### src/rtl/sort_pkg.sv
// Shared constants for the register-file sorter feeder.
// Widths, pad value and loader state encoding.
package sort_pkg;

    localparam int DW    = 16;
    localparam int AW    = 5;
    localparam int DEPTH = 32;

    localparam logic [DW-1:0] PAD_VAL = '0;

    // Pointer is one bit wider than the RF address so it never wraps in a batch
    localparam logic [AW:0] PTR_ONE  = (AW+1)'(1);
    localparam logic [AW:0] PTR_LAST = (AW+1)'(DEPTH - 1);

    localparam logic [2:0] ST_LOAD    = 3'd0;
    localparam logic [2:0] ST_PAD     = 3'd1;
    localparam logic [2:0] ST_KICK    = 3'd2;
    localparam logic [2:0] ST_WAIT_HI = 3'd3;
    localparam logic [2:0] ST_WAIT_LO = 3'd4;
    localparam logic [2:0] ST_DONE    = 3'd5;

    // True when the pointer addresses the final RF entry
    function automatic logic at_last(input logic [AW:0] p);
        return p == PTR_LAST;
    endfunction

endpackage

### src/rtl/sort_loader.sv
// Batch loader in front of the 32x16 register-file sorter.
// Streams words into the RF, pads the tail, kicks the sorter, reports done.
module sort_loader
    import sort_pkg::*;
(
    input  logic          clk,
    input  logic          rstn,
    input  logic          in_valid,
    input  logic [DW-1:0] in_data,
    input  logic          in_last,
    output logic          in_ready,
    output logic          sort_exe,
    input  logic          sort_busy,
    input  logic          sort_we,
    input  logic [AW-1:0] sort_wa,
    input  logic [DW-1:0] sort_wd,
    output logic          rf_we,
    output logic [AW-1:0] rf_wa,
    output logic [DW-1:0] rf_wd,
    output logic [AW:0]   count,
    output logic          done
);

    logic [2:0]    state_q, state_d;
    logic [AW:0]   ptr_q, ptr_d;
    logic [AW:0]   count_q, count_d;
    logic          we_q, we_d;
    logic [AW-1:0] wa_q, wa_d;
    logic [DW-1:0] wd_q, wd_d;
    logic          xfer;

    assign in_ready = rstn && (state_q == ST_LOAD) && !sort_busy;
    assign xfer     = in_valid && in_ready;
    assign sort_exe = (state_q == ST_KICK);
    assign done     = (state_q == ST_DONE);
    assign count    = count_q;

    // Sorter owns the RF write port for as long as it reports busy
    always_comb begin
        rf_we = we_q;
        rf_wa = wa_q;
        rf_wd = wd_q;
        if (sort_busy) begin
            rf_we = sort_we;
            rf_wa = sort_wa;
            rf_wd = sort_wd;
        end
    end

    // Next-state: load, pad, kick sorter, wait for busy pulse, report done
    always_comb begin
        state_d = state_q;
        ptr_d   = ptr_q;
        count_d = count_q;
        we_d    = 1'b0;
        wa_d    = wa_q;
        wd_d    = wd_q;
        case (state_q)
            ST_LOAD: begin
                if (xfer) begin
                    we_d    = 1'b1;
                    wa_d    = ptr_q[AW-1:0];
                    wd_d    = in_data;
                    ptr_d   = ptr_q + PTR_ONE;
                    count_d = ptr_q + PTR_ONE;
                    if (at_last(ptr_q)) begin
                        state_d = ST_KICK;
                    end else if (in_last) begin
                        state_d = ST_PAD;
                    end
                end
            end
            ST_PAD: begin
                we_d  = 1'b1;
                wa_d  = ptr_q[AW-1:0];
                wd_d  = PAD_VAL;
                ptr_d = ptr_q + PTR_ONE;
                if (at_last(ptr_q)) begin
                    state_d = ST_KICK;
                end
            end
            ST_KICK: begin
                state_d = ST_WAIT_HI;
            end
            ST_WAIT_HI: begin
                if (sort_busy) begin
                    state_d = ST_WAIT_LO;
                end
            end
            ST_WAIT_LO: begin
                if (!sort_busy) begin
                    state_d = ST_DONE;
                end
            end
            ST_DONE: begin
                ptr_d   = '0;
                state_d = ST_LOAD;
            end
            default: begin
                ptr_d   = '0;
                state_d = ST_LOAD;
            end
        endcase
    end

    // State and loader write-port registers, synchronous active-low reset
    always_ff @(posedge clk) begin
        if (!rstn) begin
            state_q <= ST_LOAD;
            ptr_q   <= '0;
            count_q <= '0;
            we_q    <= 1'b0;
            wa_q    <= '0;
            wd_q    <= '0;
        end else begin
            state_q <= state_d;
            ptr_q   <= ptr_d;
            count_q <= count_d;
            we_q    <= we_d;
            wa_q    <= wa_d;
            wd_q    <= wd_d;
        end
    end

endmodule

### config.mk
export PLATFORM = sky130hd
export DESIGN_NAME = sort_loader
export DESIGN_NICKNAME = d
export VERILOG_FILES = /design/src/rtl/sort_pkg.sv /design/src/rtl/sort_loader.sv
export SDC_FILE = /design/constraint.sdc
export NUM_CORES = 1
export LEC_CHECK = 0
export ABC_AREA = 0
export BUFFER_PORTS_ARGS = -buffer_cell sky130_fd_sc_hd__buf_2
export CAP_MARGIN = 20
export CELL_PAD_IN_SITES_DETAIL_PLACEMENT = 0
export CELL_PAD_IN_SITES_GLOBAL_PLACEMENT = 1
export CORE_MARGIN = 1
export CORE_UTILIZATION = 38
export DETAILED_ROUTE_END_ITERATION = 8
export GPL_TIMING_DRIVEN = 0
export PLACE_DENSITY_LB_ADDON = 0.1
export SYNTH_ARGS = -nofsm -noshare
export SYNTH_HDL_FRONTEND = slang
export SYNTH_SLANG_ARGS = --single-unit
### constraint.sdc
create_clock -name clk -period 4.2 [get_ports clk]
set_input_delay 0.63 -clock clk [delete_from_list [all_inputs] [get_ports clk]]
set_output_delay 0.63 -clock clk [all_outputs]
set_load 0.02 [all_outputs]
Word-level counts from Yosys, hierarchy flattened
Index checks and enable logic that the tools add are counted.
Word-level totals
  register bits: 37
  bits of input ports: 43
  logic and storage cells: 48
Cells by class
  add/subtract/negate cells: 1
  equal/unequal tests: 11
  muxes and demuxes: 18
  bitwise operators: 1
  reductions and logical operators: 11
Operator list (count)
  two-way mux 16 bit: 2
  one-hot mux 16 bit (2 select lines): 1
  two-way mux 3 bit: 6
  one-hot mux 6 bit (3 select lines): 1
  one-hot mux 3 bit (5 select lines): 1
  two-way mux 5 bit: 2
  one-hot mux 5 bit (2 select lines): 1
  != test 2 bit, second input constant: 4
  adder 6 x 1 -> 6 bit, second input constant: 1
  == test 3 x 2 -> 1 bit, second input constant: 2
  == test 3 bit, second input constant: 2
  == test 6 x 5 -> 1 bit, second input constant: 1
  two-way mux 6 bit: 1
  AND reduction 2 bit: 3
  AND reduction 5 bit: 1
  == test 3 x 1 -> 1 bit, second input constant: 1
  logical AND 1 bit: 3
  zero test 3 bit: 1
  != test 3 x 2 -> 1 bit, second input constant: 1
  OR reduction 3 bit: 1
  two-way mux 1 bit: 2
  one-hot mux 1 bit (2 select lines): 1
  nonzero test 2 bit: 1
  zero test 1 bit: 1
  NOT 1 bit: 1

Longest topological paths before layout
  word-level depth: 6
  gate-level depth with buffers: 5
  depth with buffers taken out: 4

Worst setup path after synthesis
Ideal clock, no wire load.
  kind: input to output
  from: in sort_busy
  to: out in_ready
  arrival time: 1.763 ns
  required time: 3.570 ns
  setup slack: 1.807 ns
  stages: 3
  cells stage by stage: clkbuf_1 buf_1 nor4_1
On the way
  longest elaborated chain between the ends: 2
Ends and longest elaborated chain
  start, declared: line sort_loader.sv:13  | input logic sort_busy,
  zero test 1 bit
  logical AND 1 bit: line sort_loader.sv:32  | assign in_ready = rstn && (state_q == ST_LOAD) && !sort_busy;
  end, declared: line sort_loader.sv:11  | output logic in_ready,
Every way passes these cells.

Final worst setup path
  from: in sort_busy
  to: out rf_wd[14]
On the way
  longest elaborated chain between the ends: 1
Ends and longest elaborated chain
  two-way mux 16 bit: line sort_loader.sv:43  | if (sort_busy) begin
  end, declared: line sort_loader.sv:19  | output logic [DW-1:0] rf_wd,
Every way passes these cells.

==> impl_metrics.yaml <==
sta:
  rsz0062_at_grt: "no"
  share_of_the_cycle_needed_by_the_critical_path_after_routing_pct: 70.1
  slew_viol_final: 0
  finalHoldViolations: 0
  tightest_slew_ns: 0.678
  post-route-worst-setup-slack_ns: 1.26
  timing.slew.headroom_pct: 54.8
  setup_failing_eps_final: 0
  timing.setup.tns_ns: 0
  layout_min_cycle_time_ns: 2.94
  clock_skew_ns: 0.00634
  max_freq_mhz: 340
detailed_routing:
  totalWireLength_um: 5300
  dr.pass1.iters: 4
  route.vias.total: 1989
  via_per_inst: 5.30
  route.detailed.drc: 0
  wl_per_cell_um: 14.1
  drtIter0Drc: 53
  antenna_left: 0
finish:
  area_growth_syn_to_layout_pct: 28.3
  antenna_cells_inserted: 0
  layout.filler_cells: 508
  fraction_of_layout_instances_using_a_drive_strength_above_1_pct: 36.0
  finish.net_count: 351
clocking:
  cts_repair_resize_count: 0
  post_cts_buffers: 0
  htree_levels: 2
  numClockSinks: 37
  postCtsHoldBufs: 0
  worst_skew_pair.late_latency_ns: 0.29
  clock_path_buffers: 2
  cts_inserted_buffers: 5
  clkTransAtPathRegs_ns: 0.07
  cts_tree: "built"
  clk_root_buffer_cell: "clkbuf_8"
worst_setup_path:
  cpMaxStageDelayCell: "clkbuf_1"
  arrival_ns: 2.31
  critical_path_class: "in -> out"
  crit_fanout: 10
  worst_setup_start_kind: "input port"
  critPathRequiredTime_ns: 3.57
  setup.worst_path.end_class: "primary output"
  crit_chain: "buf_2, clkbuf_1, buf_1, mux2_2, buf_2"
  cpMostUsedCell: "buf_2"
  biggest_cell_delay_along_the_critical_path_ns: 0.53
synth:
  netlist_instances: 227
  synth_top_cell_by_area: "dfxtp_1"
  synth_sequential_area_ratio_pct: 38.1
  ys_async_sr_fraction_pct: 0
  yosysMostFrequentCell: "dfxtp_1"
  synth_top_cells_by_area: "dfxtp_1 (38%), mux2_2 (13%), a21oi_1 (6.7%), nand3_1 (5.4%), o21ai_0 (5.4%)"
  synth-edff-count: 0
  ys_seq_elements: 37
  synthesis.yosys.warnings: 0
  syn_avg_cell_area_um2: 8.57
  ys_dominant_reg_cell: "dfxtp_1"
  netlist-cell-type-count: 41
  synth_fp_nets: 271
  syn_area_mm2: 0.00195
  netlist.area_leader.share_pct: 38.1
  synth_top_cells_by_count: "dfxtp_1 (37), a21oi_1 (26), mux2_2 (22), nand3_1 (21), o21ai_0 (21)"
floorplanning:
  core_area_mm2: 0.00482
  dieArea_mm2: 0.00541
  io_pins: 74
  placementRows: 25
  fp.dieW_um: 73.6
  initial_utilization_pct: 40.4
  die_h_um: 73.6
outcome:
  outcome: "finished, final reports clean"
worst_hold_path:
  worst_hold_path_type: "reg -> reg"
global_route:
  pin_count_of_the_biggest_net_entering_global_routing: 12
  congestion_overflow_gr: 0
  track_usage_pct: 20.4
  first_global_vias: 1739
  first_pass_grt_wire_length_um: 8450
  antenna_found_initial: 0
place:
  numPortBuffers: 73
  gp_congestion: 0.810
  dpl.hpwl_um: 3810
  place_ws_ns: 1.24
power:
  cellLeakagePower_nw: 1.01
  pwr_density_cell_mw_per_mm2: 313
  vdd_ir_drop_max_v: 0.000172
job:
  max_cap_viols: 0
==> flip-flops by register name (all words and copies together), names as in the netlist <==
name,cells
state_q,3
we_q,1
ptr_q,6
wa_q,5
count,6
wd_q,16
==> critical path: cells and delay by family <==
| family | cells | cell delay [ns] |
|---|---|---|
| buffers and inverters | 4 | 1.30 |
| multiplexers | 1 | 0.39 |
==> worst paths after layout <==
kind,start,endpoint,slack [ns],depth (start not counted)
max,sort_busy,rf_wd[14],1.26,5
min reg2reg,wa_q[4],wa_q[4],0.46,2
max reg2reg,state_q[1],ptr_q[3],2.44,4
min,wa_q[4],wa_q[4],0.46,2
==> metrics by stage <==
stage                     util (%)  hold slack [ns]  instance area, µm²  power (W)  std cells
after global placement        49.7            0.448                2390   0.000515        367
final                         51.8            0.456                2500   0.000780        375
after detailed placement      49.7            0.447                2390   0.000516        367
after floorplan                  -            0.432                1950   0.000462        227
after global routing          51.8            0.495                2500   0.000816        375
after CTS                     51.8            0.462                2500   0.000792        375
==> power breakdown <==
group | internal (W) | leakage, nW | switching [W]
Combinational | 0.0000577 | 0.656 | 0.0000818
Sequential | 0.000361 | 0.300 | 0.00000629
Clock | 0.000148 | 0.0542 | 0.000125
==> logic make-up after synthesis <==
family / count (synthesis) / share of synthesized area (%)
AO/OA/AOI/OAI: 69 / 21.5
AND/OR/NAND/NOR: 65 / 18.6
multiplexers: 28 / 15.8
buffers and inverters: 27 / 5.34
flip-flops: 37 / 38.1
adder cells (fa/ha/maj): 1 / 0.643
==> per-layer routing <==
| layer | GRT usage [%] | share of wire, % | wire length, µm | up-vias |
|---|---|---|---|---|
| met5 | 0 | 0 | 0 | - |
| met4 | 6.41 | 1.2 | 65 | 0 |
| met3 | 4.39 | 6.0 | 320 | 6 |
| met2 | 32.0 | 45 | 2400 | 64 |
| met1 | 28.0 | 47 | 2510 | 922 |
| li1 | - | - | - | 997 |
==> layout make-up <==
cell class              count  area (µm²)  share of cell area, %
clock inverters             1        5.00                  0.201
flip-flops and latches     37         741                   29.7
multi-input cells         163        1100                   44.1
well taps                  67        83.8                   3.36
repair buffers             73         365                   14.6
plain buffers              19        73.8                   2.96
clock buffers               7        96.3                   3.86
inverters                   8        30.0                   1.20
==> cell usage in the layout, fill, tap and decap left out, types with 4 or more instances in the layout <==
master,instances
buf_2,75
dfxtp_1,37
a21oi_1,26
mux2_2,22
o21ai_0,21
nand3_1,21
nand2_1,16
clkbuf_1,15
inv_1,7
clkbuf_8,7
mux2i_1,6
nand2b_1,4
o221ai_1,4
(Power assumes the default switching activity.)
